File: config.mk
export PLATFORM = sky130hd
export DESIGN_NAME = ycbcr2rgb_pipe
export DESIGN_NICKNAME = d
export VERILOG_FILES = /design/src/rtl/ycbcr2rgb_pipe.sv
export SDC_FILE = /design/constraint.sdc
export NUM_CORES = 1
export LEC_CHECK = 0
export CAP_MARGIN = 10
export CELL_PAD_IN_SITES_DETAIL_PLACEMENT = 0
export CELL_PAD_IN_SITES_GLOBAL_PLACEMENT = 1
export CORE_ASPECT_RATIO = 0.75
export CORE_MARGIN = 2
export CORE_UTILIZATION = 53
export CTS_BUF_LIST = sky130_fd_sc_hd__clkbuf_8
export DETAILED_ROUTE_END_ITERATION = 10
export MAX_ROUTING_LAYER = met4
export PLACE_DENSITY_LB_ADDON = 0.2
export SLEW_MARGIN = 20
export SYNTH_ARGS = -nofsm -noshare
export SYNTH_HDL_FRONTEND = slang
export SYNTH_SLANG_ARGS = --single-unit
export TNS_END_PERCENT = 5
File: constraint.sdc
create_clock -name clk_sys -period 17.9 [get_ports clk_sys]
set_input_delay 2.685 -clock clk_sys [delete_from_list [all_inputs] [get_ports clk_sys]]
set_output_delay 2.685 -clock clk_sys [all_outputs]
set_load 0.02 [all_outputs]
File: src/rtl/ycbcr2rgb_pipe.sv
// YCbCr to RGB colour converter with a three-stage elastic valid/ready pipeline.
// Handles full-range (JFIF) and studio-range (BT.601) input, selected per pixel.
// Results are rounded to nearest and clamped to 0..2^DW-1.
// A pixel accepted at a rising edge reaches the output register two edges later,
// so it is presented in the third cycle counted from the accepting edge.
module ycbcr2rgb_pipe #(
  parameter int DW = 8
) (
  input  logic          clk_sys,
  input  logic          rst_b,
  input  logic          mode_i,
  input  logic [DW-1:0] y_i,
  input  logic [DW-1:0] cb_i,
  input  logic [DW-1:0] cr_i,
  input  logic          vld_i,
  output logic          rdy_o,
  output logic [DW-1:0] r_o,
  output logic [DW-1:0] g_o,
  output logic [DW-1:0] b_o,
  output logic          vld_o,
  input  logic          rdy_i
);

  localparam int W = DW + 12;

  localparam logic signed [W-1:0] H_C   = W'(2 ** (DW - 1));
  localparam logic signed [W-1:0] L_C   = W'(2 ** (DW - 4));
  localparam logic signed [W-1:0] MAX_C = W'(2 ** DW - 1);
  localparam logic signed [W-1:0] RND_C = W'(128);

  // Q8 coefficients: full range (_J) and studio range (_S)
  localparam logic signed [W-1:0] KY_J  = W'(256);
  localparam logic signed [W-1:0] KR_J  = W'(359);
  localparam logic signed [W-1:0] KGB_J = W'(88);
  localparam logic signed [W-1:0] KGR_J = W'(183);
  localparam logic signed [W-1:0] KB_J  = W'(454);
  localparam logic signed [W-1:0] KY_S  = W'(298);
  localparam logic signed [W-1:0] KR_S  = W'(409);
  localparam logic signed [W-1:0] KGB_S = W'(100);
  localparam logic signed [W-1:0] KGR_S = W'(208);
  localparam logic signed [W-1:0] KB_S  = W'(516);

  logic adv1, adv2, adv3;
  logic v1_q, v2_q, v3_q;

  logic                m1_q,  m1_d;
  logic signed [W-1:0] dy_q,  dy_d;
  logic signed [W-1:0] dcb_q, dcb_d;
  logic signed [W-1:0] dcr_q, dcr_d;

  logic signed [W-1:0] ty_q, ty_d;
  logic signed [W-1:0] tr_q, tr_d;
  logic signed [W-1:0] tg_q, tg_d;
  logic signed [W-1:0] tb_q, tb_d;

  logic [DW-1:0] r_q, r_d;
  logic [DW-1:0] g_q, g_d;
  logic [DW-1:0] b_q, b_d;

  logic signed [W-1:0] y_ext, cb_ext, cr_ext;
  logic signed [W-1:0] k_y, k_r, k_gb, k_gr, k_b;
  logic signed [W-1:0] sum_r, sum_g, sum_b;

  // Saturate an already-shifted signed result to the output range.
  function automatic logic [DW-1:0] clamp(input logic signed [W-1:0] x);
    if (x[W-1]) begin
      return '0;
    end else if (x > MAX_C) begin
      return '1;
    end else begin
      return x[DW-1:0];
    end
  endfunction

  // Advance chain: a stage moves when it is empty or the stage after it moves.
  always_comb begin
    adv3 = !v3_q | rdy_i;
    adv2 = !v2_q | adv3;
    adv1 = !v1_q | adv2;
  end

  assign rdy_o = adv1;
  assign vld_o = v3_q;
  assign r_o   = r_q;
  assign g_o   = g_q;
  assign b_o   = b_q;

  // Stage 1 next state: remove chroma offset and, for studio range, black level.
  always_comb begin
    y_ext  = W'(y_i);
    cb_ext = W'(cb_i);
    cr_ext = W'(cr_i);
    m1_d   = mode_i;
    dy_d   = mode_i ? (y_ext - L_C) : y_ext;
    dcb_d  = cb_ext - H_C;
    dcr_d  = cr_ext - H_C;
  end

  // Stage 2 next state: coefficient products chosen by the pixel's own mode.
  always_comb begin
    k_y  = m1_q ? KY_S  : KY_J;
    k_r  = m1_q ? KR_S  : KR_J;
    k_gb = m1_q ? KGB_S : KGB_J;
    k_gr = m1_q ? KGR_S : KGR_J;
    k_b  = m1_q ? KB_S  : KB_J;
    ty_d = dy_q * k_y;
    tr_d = dcr_q * k_r;
    tg_d = -(dcb_q * k_gb) - (dcr_q * k_gr);
    tb_d = dcb_q * k_b;
  end

  // Stage 3 next state: round, shift, clamp; a bubble loads zeros.
  always_comb begin
    sum_r = ty_q + tr_q + RND_C;
    sum_g = ty_q + tg_q + RND_C;
    sum_b = ty_q + tb_q + RND_C;
    r_d   = '0;
    g_d   = '0;
    b_d   = '0;
    if (v2_q) begin
      r_d = clamp(sum_r >>> 8);
      g_d = clamp(sum_g >>> 8);
      b_d = clamp(sum_b >>> 8);
    end
  end

  // Pipeline registers: each stage loads from upstream only when it advances.
  always_ff @(posedge clk_sys) begin
    if (!rst_b) begin
      v1_q  <= 1'b0;
      v2_q  <= 1'b0;
      v3_q  <= 1'b0;
      m1_q  <= 1'b0;
      dy_q  <= '0;
      dcb_q <= '0;
      dcr_q <= '0;
      ty_q  <= '0;
      tr_q  <= '0;
      tg_q  <= '0;
      tb_q  <= '0;
      r_q   <= '0;
      g_q   <= '0;
      b_q   <= '0;
    end else begin
      if (adv1) begin
        v1_q  <= vld_i;
        m1_q  <= m1_d;
        dy_q  <= dy_d;
        dcb_q <= dcb_d;
        dcr_q <= dcr_d;
      end
      if (adv2) begin
        v2_q <= v1_q;
        ty_q <= ty_d;
        tr_q <= tr_d;
        tg_q <= tg_d;
        tb_q <= tb_d;
      end
      if (adv3) begin
        v3_q <= v2_q;
        r_q  <= r_d;
        g_q  <= g_d;
        b_q  <= b_d;
      end
    end
  end

endmodule

# After elaboration in Yosys (flattened, before gate mapping)
# Index checks and enable logic that the tools add are counted.
# op_classes
bitwise,3
muxes,15
div_mod_pow,0
add_sub_neg,11
n_mul,5
reduce_logical,3
shift,0
eq_ne,0
magnitude_cmp,3
# op_table
op,count
8-bit two-way mux,10
20-bit adder,3
"20-bit by 9-bit adder with 20-bit output, second input constant",3
20-bit by 10-bit multiplier with 20-bit output,2
"12-bit by 9-bit > comparator with 1-bit output, second input constant",3
20-bit by 11-bit multiplier with 20-bit output,1
20-bit by 8-bit multiplier with 20-bit output,1
20-bit by 9-bit multiplier with 20-bit output,1
20-bit two-way mux,1
20-bit negation,1
20-bit subtractor,1
"8-bit by 8-bit subtractor with 9-bit output, second input constant",2
6-bit two-way mux,2
10-bit two-way mux,1
"8-bit by 5-bit subtractor with 9-bit output, second input constant",1
7-bit two-way mux,1
1-bit logical NOT,3
1-bit OR,3
# word_totals
regBits,168
rom_bits,0
latch_bits,0
n_memories,0
ram_bits,0
out_inout_bits,26
elab_cells,54

# Depth between registers and ports, before layout
# logic_depth
word_depth,6
ltp_mapped,24
depth_no_buf,23

# Worst setup path after synthesis
# OpenSTA, ideal clock, no wires.
# synth_timing
kind,input-to-output
start,input port rdy_i
end,output port rdy_o
setup_slack_ns,11.431
required_ns,15.215
t_arrival_ns,3.784
cell_stages,6
path_buffers,3
path_cell_list,nor2b_1 > clkbuf_1 > and3_1 > clkbuf_1 > inv_1 > clkbuf_1
# synth_via
elab_chain_cells,3
# synth_rtl
item,line,text
from (decl),21,input logic rdy_i
1-bit OR,77,adv3 = !v3_q | rdy_i;
1-bit OR,78,adv2 = !v2_q | adv3;
1-bit OR,79,adv1 = !v1_q | adv2;
to (decl),16,"output logic rdy_o,"
# Every way passes these cells.

# Worst setup path after layout
# Same ends and word-level chain as after synthesis.

==> results.md <==
### Routing
* **met1 wire length** 20700 µm
* **met2 wire length** 18900 µm
* **number of design-rule violations left by the first detailed-router iteration** 843
* **number of nets still failing antenna checks after routing** 0
* **detailed-routing iteration count for the pre-antenna-repair pass** 7
* **per-cell routed wire length** 16.9 µm
* **met3 routed wirelength** 1540 µm
* **top metal layer carrying routed signals** met4
* **number of DRC violations after detailed routing** 0
* **overall via count from detail_route** 13200
* **post-detailed-routing wire length** 41900 µm
* **detail-routed via count per cell** 5.31

### Placement
* **Post-DP Area** 18500 µm²
* **Port Buf Inserts** 54
* **post-detailed-placement half-perimeter wirelength** 35300 µm
* **weighted congestion at the end of routability-driven global placement** 0.858

### Die
* **area of the die** 34500 µm²
* **die extent in y** 161 µm
* **initial standard-cell utilization of the core** 0.539
* **Die X** 214 µm
* **Core Footprint** 32400 µm²
* **Core Rows** 57
* **Boundary Pins** 55

### Clock tree
* **master cell of the clock root buffer** clkbuf_8
* **Bufs on Longest Clock Path** 2
* **cts repair resizes** 0
* **Post-CTS Setup Repair Bufs** 0
* **Clock Sink Count** 129
* **Post-CTS Hold Fix Bufs** 0
* **worst-skew pair later-pin latency** 0.48 ns
* **number of levels in the clock H-tree** 4
* **number of CTS-inserted buffers** 17
* **CTS tree** built
* **Clock Pin Slew Worst Setup and Hold Paths** 0.08 ns

### Cells and area
* **area growth from synthesis to final layout** 8.29%
* **Non-Filler Cell Area, Final** 18900 µm²
* **count of nets after finishing** 2613
* **fraction of layout cells with a size suffix above 1** 0.0334
* **number of inserted diodes** 0
* **fill count** 2939

### Yosys
* **mean instance size in the synthesized netlist** 8.86 µm²
* **sequential fraction of the synthesis area** 0.148
* **cell area after technology mapping** 17500 µm²
* **yosys warns** 0
* **cell type with the highest aggregate area in the netlist** ha_1
* **number of synthesized flops with an enable pin** 0
* **number of synthesized register bits** 129
* **most area-consuming cells after synthesis** ha_1 (27%), fa_1 (21%), dfxtp_1 (15%)
* **async set or reset register ratio after synthesis** 0
* **portion of synthesized cell area occupied by the leading cell type** 0.270
* **number of library cell types mapped by synthesis** 71
* **most used flip-flop cell after synthesis** dfxtp_1
* **Post-Synthesis Cells** 1974

### Setup path
* **CP Data Arrival Time** 4.95 ns
* **critical path peak fanout** 31
* **library cell appearing most often on the critical path** buf_4
* **class of the most critical setup path** primary input to output port
* **worst reg2reg path startpoint** m1_q$_SDFFE_PN0P_
* **category of the worst setup path launch point** primary input
* **critical register-to-register path endpoint** tg_q[19]$_SDFFE_PN0P_
* **worst-case register-to-register setup slack** 10.84 ns
* **Crit. End Element** output port
* **chain of cells forming the critical path** clkdlybuf4s50_1 -> nor2b_2 -> buf_4 -> and3_1 -> buf_4 -> inv_1 -> buf_4 -> clkdlybuf4s50_1
* **Critical-path top delay cell** clkdlybuf4s50_1
* **worst path required time** 15.21 ns
* **R2R cell count** 19
* **maximum cell stage delay along the critical path** 0.68 ns

### STA
* **Post-Route Setup TNS** 0 ns
* **share of the clock period used by the worst path** 0.427
* **worst max-slew margin expressed relative to the limit** 0.311
* **final setup violation count** 0
* **max-slew violation count** 0
* **fmax** 0.131 GHz
* **setup repair after global routing missed its margin** no
* **actual slew at the worst max-slew pin** 1.03 ns
* **clock period minus final worst setup slack** 7.64 ns
* **Post-Route Skew** 0.0130 ns
* **final count of hold timing violations** 0

### Global routing
* **via count of the first global-routing pass** 13100
* **antenna violations before repair** 0
* **wire length of the first global-routing pass** 67900 µm
* **maximum number of pins on one net before global-route repair** 75
* **overall track demand over capacity in global routing** 0.262
* **total overflow reported by the global router** 0

### Run
* **max-capacitance violation count** 0

### Power
* **leakage** 10.1 nW
* **switching share of power** 0.492
* **fraction of power consumed by the clock network** 0.106
* **fraction of power consumed by combinational cells** 0.731
* **IR Drop Worst-Case VDD** 0.000219 V
* **cell internal power dissipation** 0.00125 W
* **net switching power of the design** 0.00121 W
* **Sequential Power Share** 0.163
* **Pwr per Cell Area** 129 nW/µm²

### Worst hold path
* **cell depth of the worst min-delay path** 2
* **hold_sp** tr_q[7]$_SDFFE_PN0P_
* **hold crit path type** register to register
* **end point of the worst hold path** tr_q[7]$_SDFFE_PN0P_

### Outcome
* **result of the run** complete, no violations

worst max-delay path, delay by kind of cell:
kind / cells / cell delay, ns
and+or+nand+nor: 2 / 0.25
buffers and inverters: 6 / 1.98
power by group through the flow:
stage	clock, W	sequential [W]	combinational (W)
after floorplan	0	0.000388	0.00132
after global placement	0	0.000404	0.00176
after detailed placement	0	0.000406	0.00180
after CTS	0.000266	0.000399	0.00182
after global routing	0.000279	0.000404	0.00201
final	0.000261	0.000399	0.00179
state kept, by name (all words and copies together) (netlist names):
signal,count
dcr_q,8
dy_q,9
tg_q,19
m1_q,1
vld_o,1
tb_q,19
r_o,8
g_o,8
ty_q,19
tr_q,19
v2_q,1
dcb_q,8
b_o,8
v1_q,1
layout by cell type, fill, tap and decap left out, types with 28 or more instances in the layout:
| master | count |
|---|---|
| nand2_1 | 224 |
| o21ai_0 | 45 |
| clkdlybuf4s50_1 | 54 |
| nor2_1 | 91 |
| xor2_1 | 37 |
| a21oi_1 | 133 |
| a21o_1 | 28 |
| ha_1 | 377 |
| fa_1 | 183 |
| xnor2_1 | 63 |
| dfxtp_1 | 129 |
| inv_1 | 364 |
synthesized netlist by cell type, drive strengths merged, types with 3 or more instances:
| master | instances |
|---|---|
| nor2 | 91 |
| buf | 7 |
| or2 | 6 |
| a211oi | 17 |
| o21ai | 47 |
| nor4 | 4 |
| fa | 183 |
| a221oi | 8 |
| o31ai | 4 |
| nand2 | 225 |
| clkbuf | 44 |
| a31oi | 10 |
| and3 | 12 |
| nand4 | 4 |
| nor2b | 14 |
| or3 | 10 |
| o21a | 13 |
| dfxtp | 129 |
| o211ai | 7 |
| nand3 | 15 |
| a21oi | 134 |
| a2bb2oi | 9 |
| a2111oi | 3 |
| mux2i | 4 |
| a41oi | 3 |
| inv | 364 |
| xnor2 | 63 |
| o2111ai | 3 |
| and2 | 17 |
| nand2b | 18 |
| nor3 | 23 |
| xor2 | 37 |
| a21o | 28 |
| o21bai | 5 |
| a22o | 3 |
| ha | 377 |
stage by stage:
stage / hold WS [ns] / utilization / instances / setup slack, ns / power (W)
floorplan: 0.429 / - / 1992 / 11.43 / 0.00171
global placement: 0.441 / 0.571 / 2447 / 10.27 / 0.00217
global route: 0.481 / 0.584 / 2479 / 10.15 / 0.00269
finish: 0.455 / 0.584 / 2479 / 10.26 / 0.00245
CTS: 0.460 / 0.584 / 2479 / 10.27 / 0.00249
detailed placement: 0.448 / 0.571 / 2447 / 10.28 / 0.00221
worst max-delay path by stage:
stage / startpoint / to / slack, ns / cells after the start
6_report: rdy_i / rdy_o / 10.26 / 8
2_1_floorplan: rdy_i / rdy_o / 11.43 / 6
4_1_cts: rdy_i / rdy_o / 10.27 / 8
5_1_grt: rdy_i / rdy_o / 10.15 / 8
3_3_place_gp: rdy_i / rdy_o / 10.27 / 8
3_5_place_dp: rdy_i / rdy_o / 10.28 / 8
per-layer routing:
layer  track usage  vias to the layer above
met5             -                        -
met4        0.0477                        0
met3        0.0325                       45
met2         0.409                      210
met1         0.370                     6388
li1              -                     6515
cells by family (layout without fill, tap and decap cells):
logic type	count (synthesis)	in the layout	share of synthesized area
xor gates and xnor gates	100	100	0.0501
DFF	129	129	0.148
and+or+nand+nor	451	451	0.115
muxes	6	6	0.00358
adders and majority gates	560	560	0.479
AOI/OAI and AO/OA	311	311	0.115
other	2	20	0.000429
buffers and inverters	415	460	0.0891
final cells by class:
cell class / count / area, µm² / share of cell area
Clock inverter: 14 / 151 / 0.00799
Clock buffer: 18 / 248 / 0.0131
Timing Repair Buffer: 64 / 616 / 0.0325
Inverter: 364 / 1370 / 0.0722
Sequential cell: 129 / 2580 / 0.136
Multi-Input combinational cell: 1448 / 13400 / 0.709
Tap cell: 442 / 553 / 0.0292
No activity file was read; power rests on OpenSTA's default activity.
==> RTL change (same flow settings) <==
Make the reset (`rst_b`) asynchronous in one clocked block.
--- a/src/rtl/ycbcr2rgb_pipe.sv
+++ b/src/rtl/ycbcr2rgb_pipe.sv
@@ -125,7 +125,7 @@
   end
 
   // Pipeline registers: each stage loads from upstream only when it advances.
-  always_ff @(posedge clk_sys) begin
+  always_ff @(posedge clk_sys or negedge rst_b) begin
     if (!rst_b) begin
       v1_q  <= 1'b0;
       v2_q  <= 1'b0;
Check against the original RTL: not equivalent (a bounded check fails within 4 cycles, from zero or initial values and one cycle with rst_b low; the reset may be asserted at any time).
==> RTL change against the unedited design <==
Sequential cell count unchanged. Synthesized area increased by 1.7%. Global-route usage decreased by 1.7 points. Routed wire length is 6.0% lower. Utilization decreased by 0.56 points. Hold slack gained 21 ps. Die area grew 1.7%. Cell area is 1.7% higher. Setup slack worse by 690 ps. Largest cell class unchanged. Highest routed layer unchanged.
Power is left out: the tool's default activity adds up to more than one toggle a clock period on the data nets, which glitch-free logic cannot reach.
==> RTL change: results <==
{
  "clkSlewWorstSetupHoldPaths_ps": 70,
  "nFillCells": 3044,
  "synth_area_leaders": "ha_1 (27%), fa_1 (21%), dfrtp_1 (18%), inv_1 (7.8%), nand2_1 (3.3%)",
  "post_cts_buffers": 0,
  "synth-xor-area-share_pct": 5.17,
  "synthAdderAreaFrac_pct": 47.1,
  "synth-compound-area-share_pct": 10.5,
  "clockRootBuffer": "clkbuf_8",
  "wl_per_cell_um": 16.4,
  "drtIter0Drc": 599,
  "grt_pass1_wl_um": 65300,
  "wl_met2_um": 17300,
  "max_stage_delay_ps": 910,
  "grt_max_degree": 97,
  "vias": 12358,
  "critPathMaxFanout": 56,
  "drt_first_pass_iters": 4,
  "grt_usage_pct": 24.5,
  "ys.flop_type": "dfrtp_1",
  "fin_nets": 2534,
  "cts_buffers": 17,
  "wl_met3_um": 1120,
  "worstPathArrival_ps": 5640,
  "drive_gt1_share_pct": 4.04,
  "crit_path_top_delay_cell": "and2_2",
  "antenna_found_initial": 1,
  "place.gp.congestion": 0.852,
  "dp_hpwl_um": 33300,
  "met1_length_um": 20500,
  "synth_mux_area_share_pct": 0.872,
  "fin_skew_ps": 20.3,
  "grt_pass1_vias": 12605,
  "yosysSeqAreaShare_pct": 18.1,
  "outcome": "finished, final reports clean",
  "rrSetupSlack_ps": 10960,
  "async_flop_share_pct": 100,
  "worstMarginPinSlew_ps": 984,
  "netlist_top_cells_count": "ha_1 (377), inv_1 (369), fa_1 (183)",
  "yosysUniqueCellTypes": 64
}
-- RTL change: cell types whose count changed after synthesis, moves of 9 or more --
cell      delta
dfxtp_1    -129
mux2_2      +10
nand2_1     -67
a211oi_1     -9
a221o_1      +9
a21oi_1     -24
xor2_1      +12
o21ai_0     +15
dfrtp_1    +129
-- RTL change: area by class of cell --
class                           instances  area share (%)
Clock buffer                           17            1.21
Clock inverter                         14           0.741
Inverter                              369            7.19
Multi-Input combinational cell       1369            68.2
Sequential cell                       129            16.8
Tap cell                              450            2.92
Timing Repair Buffer                   59            3.01
-- RTL change: final timing paths --
path,depth (start not counted),from,end
worst min register to register,2,tr_q[1],tr_q[1]
worst max register to register,21,dcr_q[18],tg_q[18]
worst max-delay path,6,rdy_i,rdy_o
worst min-delay path,2,tr_q[1],tr_q[1]
max in group asynchronous,2,rst_b,tg_q[3]
min in group asynchronous,1,rst_b,tr_q[14]
-- RTL change: stage by stage --
stage	hold slack [ps]	area, um^2	std cells	utilization [%]	setup WS (ps)
floorplan	435	17900	1903	-	11460
detailed placement	460	18900	2376	56.7	9260
global route	506	19300	2407	57.8	9350
global placement	456	18900	2376	56.7	9260
finish	476	19300	2407	57.8	9570
CTS	477	19300	2407	57.8	9250
-- RTL change: cells by family (layout without fill, tap and decap cells) --
kind of cell | after synthesis | count (layout)
XOR/XNOR | 105 | 105
AND/OR/NAND/NOR | 378 | 378
multiplexers | 14 | 14
flip-flops | 129 | 129
other | 2 | 20
adder cells (fa/ha/maj) | 560 | 560
AO/OA/AOI/OAI | 292 | 292
buffers and inverters | 405 | 459
-- RTL change: worst max-delay path: cells and delay by family --
| family | cells | cell delay [ps] |
|---|---|---|
| and+or+nand+nor | 3 | 1520 |
| buffers and inverters | 3 | 1400 |
-- RTL change: per-layer routing --
| layer | track usage [%] | vias up |
|---|---|---|
| met4 | 4.73 | 0 |
| met1 | 35.3 | 5972 |
| met2 | 37.3 | 139 |
| met5 | - | - |
| met3 | 3.44 | 27 |
| li1 | - | 6220 |
